--- src/rtl/sc_et_decoder.sv ---
// Stochastic-to-binary decoder for the early-terminating SC bitstream generator.
// Counts ones per stream, then normalises each count by the 2^k stream length on termination.
module sc_et_decoder #(
  parameter int unsigned WIDTH      = 4,
  parameter int unsigned NUM_INPUTS = 2,
  localparam int unsigned CW        = NUM_INPUTS * WIDTH + 1,
  localparam int unsigned LW        = $clog2(CW)
) (
  input  logic                        clk,
  input  logic                        rst,
  input  logic                        in_valid,
  input  logic                        in_last,
  input  logic [NUM_INPUTS-1:0]       Xs,
  output logic                        busy,
  output logic                        out_valid,
  input  logic                        out_ready,
  output logic [NUM_INPUTS*WIDTH-1:0] Zs,
  output logic [LW-1:0]               out_len_log2,
  output logic                        len_err,
  output logic                        overrun
);

  typedef enum logic [1:0] {StAccum, StNorm, StHold} state_e;

  localparam logic [CW-1:0] SatVal = {1'b1, {(CW-1){1'b0}}};

  state_e                        r_state;
  logic [CW-1:0]                 r_beats;
  logic [CW-1:0]                 r_ones [NUM_INPUTS];
  logic                          r_sat_err;
  logic                          r_busy;
  logic                          r_out_valid;
  logic [NUM_INPUTS*WIDTH-1:0]   r_zs;
  logic [LW-1:0]                 r_k;
  logic                          r_len_err;
  logic                          r_overrun;

  logic                          w_beat_ok;
  logic [LW-1:0]                 w_k;
  logic                          w_pow2;
  logic                          w_len_err;
  logic [CW+WIDTH-1:0]           w_prod;
  logic [NUM_INPUTS*WIDTH-1:0]   w_zs;
  logic                          w_in_any;

  assign w_beat_ok = (r_beats != SatVal);
  assign w_in_any  = in_valid | in_last;

  // k = index of the highest set bit of the beat count; 0 for an empty stream.
  always_comb begin
    w_k = '0;
    for (int b = 0; b < CW; b++) begin
      if (r_beats[b]) w_k = LW'(b);
    end
  end

  assign w_pow2    = (r_beats != '0) && ((r_beats & (r_beats - CW'(1))) == '0);
  assign w_len_err = r_sat_err | ~w_pow2;

  // Zs[i] = (ones[i] << WIDTH) >> k, clamped to the all-ones code when it overflows.
  always_comb begin
    w_zs   = '0;
    w_prod = '0;
    for (int i = 0; i < NUM_INPUTS; i++) begin
      w_prod = {r_ones[i], {WIDTH{1'b0}}} >> w_k;
      if (r_beats == '0) begin
        w_zs[i*WIDTH +: WIDTH] = '0;
      end else if (|w_prod[CW+WIDTH-1:WIDTH]) begin
        w_zs[i*WIDTH +: WIDTH] = '1;
      end else begin
        w_zs[i*WIDTH +: WIDTH] = w_prod[WIDTH-1:0];
      end
    end
  end

  always_ff @(posedge clk) begin
    if (rst) begin
      r_state     <= StAccum;
      r_beats     <= '0;
      for (int i = 0; i < NUM_INPUTS; i++) r_ones[i] <= '0;
      r_sat_err   <= 1'b0;
      r_busy      <= 1'b0;
      r_out_valid <= 1'b0;
      r_zs        <= '0;
      r_k         <= '0;
      r_len_err   <= 1'b0;
      r_overrun   <= 1'b0;
    end else begin
      case (r_state)
        StAccum: begin
          if (in_valid) begin
            if (w_beat_ok) begin
              r_beats <= r_beats + CW'(1);
              for (int i = 0; i < NUM_INPUTS; i++) begin
                if (Xs[i]) r_ones[i] <= r_ones[i] + CW'(1);
              end
            end else begin
              r_sat_err <= 1'b1;
            end
          end
          if (in_last) begin
            r_state <= StNorm;
            r_busy  <= 1'b1;
          end
        end
        StNorm: begin
          if (w_in_any) r_overrun <= 1'b1;
          r_zs        <= w_zs;
          r_k         <= (r_beats == '0) ? '0 : w_k;
          r_len_err   <= w_len_err;
          r_out_valid <= 1'b1;
          r_state     <= StHold;
        end
        StHold: begin
          // A beat or in_last coinciding with the handshake is dropped as well.
          if (w_in_any) r_overrun <= 1'b1;
          if (out_ready) begin
            r_out_valid <= 1'b0;
            r_busy      <= 1'b0;
            r_len_err   <= 1'b0;
            r_beats     <= '0;
            for (int i = 0; i < NUM_INPUTS; i++) r_ones[i] <= '0;
            r_sat_err   <= 1'b0;
            r_state     <= StAccum;
          end
        end
        default: r_state <= StAccum;
      endcase
    end
  end

  assign busy         = r_busy;
  assign out_valid    = r_out_valid;
  assign Zs           = r_zs;
  assign out_len_log2 = r_k;
  assign len_err      = r_len_err;
  assign overrun      = r_overrun;

endmodule
--- config.mk ---
export PLATFORM = sky130hd
export DESIGN_NAME = sc_et_decoder
export DESIGN_NICKNAME = d
export VERILOG_FILES = /design/src/rtl/sc_et_decoder.sv
export SDC_FILE = /design/constraint.sdc
export NUM_CORES = 1
export LEC_CHECK = 0
export ABC_CLOCK_PERIOD_IN_PS = 5600
export CELL_PAD_IN_SITES_DETAIL_PLACEMENT = 1
export CELL_PAD_IN_SITES_GLOBAL_PLACEMENT = 2
export CORE_ASPECT_RATIO = 1.4
export CORE_MARGIN = 1
export CORE_UTILIZATION = 38
export CTS_CLUSTER_SIZE = 28
export DETAILED_ROUTE_END_ITERATION = 10
export PLACE_DENSITY_LB_ADDON = 0.1
export SYNTH_ARGS = -nofsm -noshare
export SYNTH_HDL_FRONTEND = slang
export SYNTH_SLANG_ARGS = --single-unit
--- constraint.sdc ---
create_clock -name clk -period 5.6 [get_ports clk]
set_input_delay 1.12 -clock clk [delete_from_list [all_inputs] [get_ports clk]]
set_output_delay 1.12 -clock clk [all_outputs]
set_load 0.01 [all_outputs]
# [Word level (Yosys, flattened, before mapping)]
# Memory sizes are Yosys's and may differ from the RTL's.
# Index checks and enable logic that the tools add are counted.
[word_totals] mem_bits_rw=18 regBits=28 n_memories=1
[memory_table] memory="r_ones" words=2 width=9 rd=2 rd_ports_with_merged_regs=0 wr=2 line_no="29" rtl="logic [CW-1:0] r_ones [NUM_INPUTS];"
[classes] bitwise_logic=8 n_mux=50 shifts=2 add_sub_neg=4 n_eq_ne=8 reduce_logical=16
[ops] op="$mux 9" n=7
[ops] op="$mux 4" n=12
[ops] op="$add 9x1->9 const B" n=3
[ops] op="$shr 13x4->13" n=2
[ops] op="$mux 1" n=23
[ops] op="$logic_not 9->1" n=2
[ops] op="$pmux 9 s2" n=1
[ops] op="$reduce_or 9->1" n=2
[ops] op="$ne 2x2->1 const B" n=5
[ops] op="$and 9x9->9" n=1
[ops] op="$ne 9x9->1 const B" n=1
[ops] op="$reduce_bool 9->1" n=1
[ops] op="$sub 9x1->9 const B" n=1
[ops] op="$pmux 1 s2" n=4
[ops] op="$reduce_and 4->1" n=2
[ops] op="$or 1x1->1" n=6
[ops] op="$pmux 2 s3" n=1
[ops] op="$reduce_and 2->1" n=3
[ops] op="$mux 2" n=2
[ops] op="$reduce_bool 2->1" n=2
[ops] op="$reduce_and 3->1" n=1
[ops] op="$eq 2x1->1 const B" n=1
[ops] op="$eq 2x2->1 const B" n=1
[ops] op="$logic_not 2->1" n=1
[ops] op="3 further kinds" n=3

# [Longest topological paths before layout]
# Gate-level depths: netlist (run 1).
[logic_depth] word_depth=12 ltp_mapped=10 mapped_depth_nobuf=9

# [Worst setup path after synthesis (run 1)]
# No wires, ideal clock.
[synth_path] path_kind="input to register" start="in Xs[0]" end="mem r_ones[0][11] (netlist name), data pin" arrival_time_ns=1.922 n_path_buf=1 required_time_ns=5.334 path_slack_ns=3.412 setup_ns=0.266 path_stages=3 path_cell_list="o211ai_1 > clkbuf_1 > nor2_1"
[synth_rtl] element="from (decl)" line_no="13" rtl="input logic [NUM_INPUTS-1:0] Xs,"
[synth_rtl] element="to (decl)" line_no="29"

==> impl_metrics.toml, run 1 <==
[layout]
fin_util_pct = 43.3
nFillCells = 941
areaGrowthSynthToFinish_pct = 10.6
layout-drive-gt1-share_pct = 5.93
antennaDiodeCount = 0
fin_nets = 385

[die]
num_rows = 38
die_width_microns = 77.3
core_area_sq_um = 7700
start_util_pct = 39.2
dieArea_sq_um = 8300
io_pins = 23
chipHeight_microns = 107

[sta]
rsz0062_at_grt = "no"
fmax_mhz = 326
final_hold_viol_count = 0
worstMarginPinSlew_ns = 0.786
fin_crit_ns = 3.06
fin_crit_sh_pct = 54.7
drv_slew = 0
worst_hold_slack_ns = 0.455
tns_ns = 0
setup_viol = 0
fin_skew_ns = 0.00647
maxSlewHeadroom_pct = 47.5

[routing]
antenna_left = 0
wl_per_cell_microns = 18.4
drtIter0Drc = 124
wirelength_microns = 8650
vias_per_cell = 5.72
dr_total_vias = 2692
first_pass_iters = 4
drcViolationCount = 0

[clock_tree]
ctsHoldBuffers = 0
cts_buffers = 5
clockRootBuffer = "clkbuf_8"
cts_tree = "yes"
clockBufferDepth = 2
cts_resized = 0
postCtsSetupRepairBufs = 0
clk_pin_slew_worst_paths_ns = 0.09
clock_latency_ns = 0.31
htreeDepth = 2
clock_sinks = 46

[power_and_ir_drop]
power_density_nw_per_um2 = 309
vdd_drop_max_v = 0.000180
p_total_mw = 1.03
leakage_nw = 1.12

[worst_setup_path]
cp_num_buf_inv = 2
setup.worst_path.class = "in2reg"
cp.arrival_ns = 3.23
start_kind = "input port"
cp_max_fo = 21
required_ns = 5.76
slowest_delay_ns = 0.81
path_delay_family = "buffers and inverters"
critPathSlowestCell = "clkdlybuf4s50_1"
path_cells = "clkdlybuf4s50_1 > a21oi_1 > o211ai_1 > buf_4 > nor2_1"
setup.worst_path.end_class = "register"

[min_path]
min_path_type = "reg2reg"

[synth]
synth_top_family_by_area = "simple AND/OR/NAND/NOR gates"
ys.flop_type = "dfxtp_1"
ys_seq_area_share_pct = 36.5
synthAdderAreaFrac_pct = 3.32
syn_avg_cell_area_sq_um = 8.29
ys_ff_latch = 46
synthCells = 364
syn_nets = 379
synth_compound_area_share_pct = 21.7
yosys.area_share.xor_xnor_pct = 5.81
yosysUniqueCellTypes = 56
synthMuxAreaShare_pct = 3.69
async_flop_share_pct = 0
syn_area_sq_um = 3020
synth-edff-count = 18
synthSimpleGateAreaFrac_pct = 22.9
yosys_warnings = 0

[grt]
grt_use_total_pct = 21.9
grt_max_degree = 33
grt_pass1_vias = 2718
grt_pass1_wl_microns = 14200
overflow = 0
antenna_found_initial = 0

[flow_run]
drv_cap = 0

[place]
gp_congestion = 0.846
io_buffers = 22
dpl.hpwl_microns = 6300

[run_status]
status = "complete, no violations"
final timing paths:
check,from,to,slack (ns),cells after the start
setup / recovery,rst,r_ones[0][5],2.54,5
hold / removal,overrun,overrun,0.46,2
setup reg to reg,r_beats[5],Zs[7],2.72,7
hold reg to reg,overrun,overrun,0.46,2
area by class of cell:
class	count	area, sq um	share of cell area (%)
multi-input cells	278	1730	51.9
flip-flops and latches	46	1100	33.0
repair buffers	24	235	7.05
well taps	100	125	3.75
clock buffers	6	72.6	2.18
inverters	15	56.3	1.69
clock inverters	2	13.8	0.413
placed cells by master (no fill, tap or decap), types with 2 or more instances in the layout:
cell             Yosys  routed
a2111oi_2            2       2
a211oi_1             7       7
a21boi_0             3       3
a21oi_1             19      19
a221o_1              2       2
a221oi_1             2       2
a31oi_1              3       3
and2_1               3       3
and3_1               3       3
buf_4                0       2
clkbuf_8             0       5
clkdlybuf4s50_1      0      22
dfxtp_1             28      28
edfxtp_1            18      18
ha_1                 8       8
inv_1               15      15
mux2i_1             10      10
nand2_1             24      24
nand2b_1             3       3
nand3_1             21      21
nand4_1              3       3
nor2_1              57      57
nor2b_1              4       4
nor3_1              19      19
nor3b_1              4       4
nor4_1               2       2
o211ai_1             6       6
o21ai_0             17      17
o21ai_1              5       5
o22ai_1              3       3
o31a_1               2       2
o31ai_1              3       3
or3_1                3       3
xnor2_1             10      10
xor2_1              10      10
through the flow:
step,cells,area [sq um],setup WS (ns)
2_1_floorplan,364,3020,3.41
3_3_place_gp,462,3240,2.30
3_5_place_dp,462,3240,2.11
4_1_cts,470,3330,2.43
5_1_grt,471,3340,2.34
6_report,471,3340,2.54
synth_stat cells (4+ instances only):
| cell | number | share of area, % |
|---|---|---|
| edfxtp_1 | 18 | 18 |
| nand2_1 | 24 | 3.0 |
| xnor2_1 | 10 | 2.9 |
| nor2_1 | 57 | 7.1 |
| o21ai_0 | 17 | 2.8 |
| nor3b_1 | 4 | 1.0 |
| a211oi_1 | 7 | 1.7 |
| buf_2 | 9 | 1.5 |
| o211ai_1 | 6 | 1.5 |
| ha_1 | 8 | 3.3 |
| o21ai_1 | 5 | 0.83 |
| inv_1 | 15 | 1.9 |
| nor3_1 | 19 | 3.2 |
| xor2_1 | 10 | 2.9 |
| a21oi_1 | 19 | 3.2 |
| nand3_1 | 21 | 3.5 |
| dfxtp_1 | 28 | 19 |
| mux2i_1 | 10 | 3.3 |
| nor2b_1 | 4 | 0.83 |
| clkbuf_1 | 12 | 1.5 |
cells by family after synthesis:
group | after synthesis
buffers and inverters | 40
xor gates and xnor gates | 20
and+or+nand+nor | 149
AOI/OAI and AO/OA | 90
DFF | 46
adders and majority gates | 8
muxes | 11
layer usage:
layer | vias to the layer above | share of wire, % | global-route usage (%)
met5 | - | 0 | 0
met4 | 0 | 2.6 | 9.03
met3 | 14 | 2.4 | 3.39
met2 | 36 | 50 | 38.4
met1 | 1324 | 45 | 26.5
li1 | 1318 | - | -
flip-flops by register name, summed over array words and instances, names as in the netlist:
name	count
r_ones	18
out_len_log2	4
r_beats	9
busy	1
r_state	2
Zs	8
out_valid	1
len_err	1
overrun	1
r_sat_err	1
where the power goes:
| group | internal [mW] | total [mW] | switching (mW) | leakage [nW] |
|---|---|---|---|---|
| Sequential | 0.401 | 0.462 | 0.0611 | 0.419 |
| Combinational | 0.155 | 0.360 | 0.204 | 0.657 |
| Clock | 0.0884 | 0.209 | 0.121 | 0.0452 |
| Total | 0.644 | 1.03 | 0.386 | 1.12 |
worst min-delay path, stage by stage, from the launching register on:
cell and delay, ns:
dfxtp_1 0.32, inv_1 0.05, a21oi_1 0.05
(Power assumes the default switching activity.)
==> inputs of run 2 (changes only) <==
Settings changed: ABC_CLOCK_PERIOD_IN_PS 5600 to 3200, CORE_UTILIZATION 38 to 36.
Clock period 5.6 ns to 3.2 ns, I/O delays scaled along.
==> run 2 against run 1 <==
Net effect: combinational power increased by 78%; sequential share of layout area shrank 0.96 points; non-clock buffer count is 5 higher; worst hold slack got worse by 0.0047 ns; final area increased by 3.0%; total power is 92% higher; largest cell class unchanged.
==> impl_metrics.toml, run 2 (synthesized netlist as in run 1, its figures left out) <==
[routing]
wirelength_microns = 8640
first_pass_iters = 5
antenna_left = 0
vias_per_cell = 5.60
drtIter0Drc = 132
dr_total_vias = 2675
drcViolationCount = 0
wl_per_cell_microns = 18.1

[worst_setup_path]
required_ns = 3.37
cp_max_fo = 10
setup.worst_path.class = "reg2reg"
cp.arrival_ns = 2.84
start_kind = "register"
setup.worst_path.end_class = "register"

[clock_tree]
clock_sinks = 46
cts_buffers = 5
cts_resized = 0
ctsHoldBuffers = 0
clk_pin_slew_worst_paths_ns = 0.06
htreeDepth = 2
postCtsSetupRepairBufs = 0
clockBufferDepth = 2
clock_latency_ns = 0.29
clockRootBuffer = "clkbuf_16"
cts_tree = "yes"

[grt]
grt_pass1_vias = 2762
grt_use_total_pct = 21.7
grt_max_degree = 19
grt_pass1_wl_microns = 14500
overflow = 0
antenna_found_initial = 0

[sta]
fmax_mhz = 375
final_hold_viol_count = 0
worstMarginPinSlew_ns = 0.607
setup_viol = 0
fin_crit_sh_pct = 83.4
maxSlewHeadroom_pct = 59.1
drv_slew = 0
fin_crit_ns = 2.67
fin_skew_ns = 0.0107
rsz0062_at_grt = "no"
tns_ns = 0

[die]
start_util_pct = 37.0
io_pins = 23
num_rows = 39
dieArea_sq_um = 8750
core_area_sq_um = 8150
die_width_microns = 79.4
chipHeight_microns = 110

[power_and_ir_drop]
vdd_drop_max_v = 0.000351
power_density_nw_per_um2 = 576
leakage_nw = 1.17

[place]
dpl.hpwl_microns = 6320
gp_congestion = 0.835
io_buffers = 22

[layout]
largest_reg_flops = 18
final_common_cell = "nor2_1"
antennaDiodeCount = 0
fin_nets = 390
layout-drive-gt1-share_pct = 6.91
areaGrowthSynthToFinish_pct = 13.9
fin_util_pct = 42.2
nFillCells = 982
layout_common_cells = "nor2_1, dfxtp_1, nand2_1"
top_register = "r_ones"

[min_path]
min_path_type = "reg2reg"

[run_status]
status = "complete, no violations"

[flow_run]
drv_cap = 0
run 2: where the power goes:
| part | switching [mW] | internal (mW) |
|---|---|---|
| combinational | 0.362 | 0.279 |
| sequential | 0.103 | 0.702 |
| clock | 0.221 | 0.312 |
run 2: layer usage:
layer | vias up | routed length, microns | global-route usage [%]
met2 | 35 | 4260 | 37.5
met1 | 1299 | 4000 | 27.0
met3 | 16 | 159 | 3.05
li1 | 1325 | - | -
met4 | 0 | 223 | 8.83
met5 | - | 0 | 0
run 2: per-stage QoR:
step	power (mW)	hold WS, ns	std cells	worst slack [ns]	area (sq um)
2_1_floorplan	1.22	0.470	364	1.08	3020
3_3_place_gp	1.45	0.435	470	0.569	3290
3_5_place_dp	1.46	0.447	470	0.583	3290
4_1_cts	2.01	0.455	478	0.555	3440
5_1_grt	2.12	0.482	478	0.365	3440
6_report	1.98	0.451	478	0.531	3440
run 2: critical path: stages (launching register included):
cell and delay, ns:
dfxtp_1 0.60, nor2_4 0.10, o31ai_4 0.41, nand2b_2 0.28
a2111oi_2 0.46, o21ai_2 0.14, a2111oi_2 0.43, o21ai_1 0.13
run 2: layout make-up:
cell class | count | area, sq um | share of cell area, %
Clock buffer | 8 | 146 | 4.26
Inverter | 15 | 56.3 | 1.64
Multi-Input combinational cell | 278 | 1730 | 50.4
Sequential cell | 46 | 1100 | 32.0
Tap cell | 102 | 128 | 3.71
Timing Repair Buffer | 29 | 273 | 7.94
run 2: final timing paths:
kind                   to  depth (start not counted)  slack, ns  startpoint
setup / recovery    Zs[3]                          7       0.53  r_beats[3]
hold / removal    overrun                          2       0.45     overrun
setup reg to reg    Zs[3]                          7       0.53  r_beats[3]
hold reg to reg   overrun                          2       0.45     overrun
==> inputs of run 3 (changes only) <==
Settings changed: ABC_CLOCK_PERIOD_IN_PS 3200 to 2700.
Clock period 3.2 ns to 2.7 ns, I/O delays scaled along.
==> run 3 against run 2 <==
Net effect: clock skew shrank 0.0034 ns; via count is 1.6% higher; global-route usage grew 0.067 points; highest routed layer unchanged; setup slack got worse by 0.21 ns; die area unchanged; first-iteration DRC count down 20%; largest cell class unchanged; clock-buffer cell count shrank 1; sequential power up 19%; routed wire length rose by 1.8%.
==> impl_metrics.toml, run 3 (synthesized netlist as in run 1, its figures left out) <==
[layout]
layout-drive-gt1-share_pct = 9.61
fin_nets = 399
nFillCells = 980
layout_common_cells = "nor2_1, dfxtp_1, nand2_1"
final_common_cell = "nor2_1"
regArea_sq_um = 1100
multi_input_area_sq_um = 1730
largest_reg_flops = 18
final_area_sq_um = 3540
antennaDiodeCount = 0
areaGrowthSynthToFinish_pct = 17.4
top_register = "r_ones"
fin_util_pct = 43.5

[sta]
setup_viol = 0
rsz0062_at_grt = "no"
tns_ns = 0
fin_crit_ns = 2.38
fin_skew_ns = 0.00731
drv_slew = 0
worst_hold_slack_ns = 0.448
worstMarginPinSlew_ns = 0.519
fin_crit_sh_pct = 88.1
fmax_mhz = 421
final_hold_viol_count = 0
maxSlewHeadroom_pct = 65.3
fin_ws_ns = 0.322

[routing]
drcViolationCount = 0
antenna_left = 0
wirelength_microns = 8800
dr_total_vias = 2718
first_pass_iters = 4
vias_per_cell = 5.58
drtIter0Drc = 105
wl_per_cell_microns = 18.1

[grt]
overflow = 0
grt_pass1_wl_microns = 14400
grt_max_degree = 23
grt_use_total_pct = 21.8
antenna_found_initial = 0
grt_pass1_vias = 2712

[die]
start_util_pct = 37.0
core_area_sq_um = 8150
io_pins = 23
chipHeight_microns = 110
dieArea_sq_um = 8750
num_rows = 39
die_width_microns = 79.4

[min_path]
hold_depth = 2
hold_start = "overrun"
min_path_type = "reg2reg"

[clock_tree]
cts_buffers = 5
clockBufferDepth = 2
postCtsSetupRepairBufs = 0
clockRootBuffer = "clkbuf_16"
cts_tree = "yes"
clock_latency_ns = 0.30
clk_pin_slew_worst_paths_ns = 0.07
cts_resized = 0
htreeDepth = 2
ctsHoldBuffers = 0
clock_sinks = 46

[place]
placed_cell_area_sq_um = 3360
io_buffers = 22
dpl.hpwl_microns = 6540
dpl_worst_slack_ns = 0.331
gp_congestion = 0.850

[worst_setup_path]
timing.rr.end = "Zs[7]"
critPathSlowestCell = "dfxtp_1"
slowest_delay_ns = 0.57
path_cells = "nor2_4 > o31a_1 > buf_4 > o21ai_1 > o211ai_1 > a221o_1 > a22oi_2 > o221ai_2"
cp_max_fo = 10
rrSetupSlack_ns = 0.32
worst_r2r_path_depth = 8
startpoint = "r_beats[2]"
start_kind = "register"
cp.arrival_ns = 2.55
rr_startpoint = "r_beats[2]"
crit_end = "Zs[7]"
setup.worst_path.class = "reg2reg"
required_ns = 2.87
setup.worst_path.end_class = "register"

[power_and_ir_drop]
intPower_mw = 1.63
p_seq_share_pct = 38.7
power_density_nw_per_um2 = 696
p_sw_share_pct = 34.0
p_clk_share_pct = 30.1
p_comb_share_pct = 31.2
leakage_nw = 1.24
vdd_drop_max_v = 0.000294
switchingPower_uw = 839

[run_status]
status = "complete, no violations"

[flow_run]
drv_cap = 0
[run 3: cell count changes in the layout (fill, tap and decap cells not counted)]
cell	previous run	this run
clkbuf_8	1	0
buf_4	7	16
clkinv_4	0	1
clkbuf_16	5	7
clkbuf_1	2	0
[run 3: area by class of cell]
cell class | instances | share of cell area, %
Inverter | 15 | 1.59
Tap cell | 102 | 3.60
Timing Repair Buffer | 38 | 9.61
Clock buffer | 7 | 4.95
Sequential cell | 46 | 31.1
Multi-Input combinational cell | 278 | 48.9
Clock inverter | 1 | 0.247
[run 3: metrics by stage]
step | std cells | total power, mW
after floorplan | 364 | 1.45
final | 487 | 2.47
after global routing | 487 | 2.61
after global placement | 479 | 1.74
after detailed placement | 479 | 1.74
after CTS | 487 | 2.50
[run 3: layer usage]
| layer | GRT usage [%] | routed length, microns | vias up | part of all wire, % |
|---|---|---|---|---|
| met5 | 0 | 0 | - | 0 |
| met4 | 7.53 | 174 | 0 | 2.0 |
| met3 | 3.37 | 242 | 11 | 2.8 |
| met2 | 38.5 | 4470 | 42 | 51 |
| met1 | 26.6 | 3910 | 1319 | 44 |
| li1 | - | - | 1346 | - |
[run 3: how the worst min path moves through the flow]
stage                          to  slack, ns
after CTS                 overrun       0.46
after global placement    overrun       0.44
final                     overrun       0.45
after floorplan           overrun       0.47
after detailed placement  overrun       0.45
after global routing      overrun       0.50
[run 3: critical path, delay by kind of cell, from the launching register on]
| family | cells | cell delay [ns] |
|---|---|---|
| AOI/OAI and AO/OA | 6 | 1.38 |
| buffers and inverters | 1 | 0.19 |
| DFF | 1 | 0.57 |
| and+or+nand+nor | 1 | 0.11 |
[run 3: power groups by stage]
| stage | logic, mW | registers, mW | clock network, mW |
|---|---|---|---|
| 6_report | 0.769 | 0.954 | 0.742 |
| 5_1_grt | 0.857 | 0.971 | 0.782 |
| 4_1_cts | 0.778 | 0.956 | 0.768 |
| 3_5_place_dp | 0.771 | 0.968 | 0 |
| 3_3_place_gp | 0.771 | 0.969 | 0 |
| 2_1_floorplan | 0.510 | 0.940 | 0 |
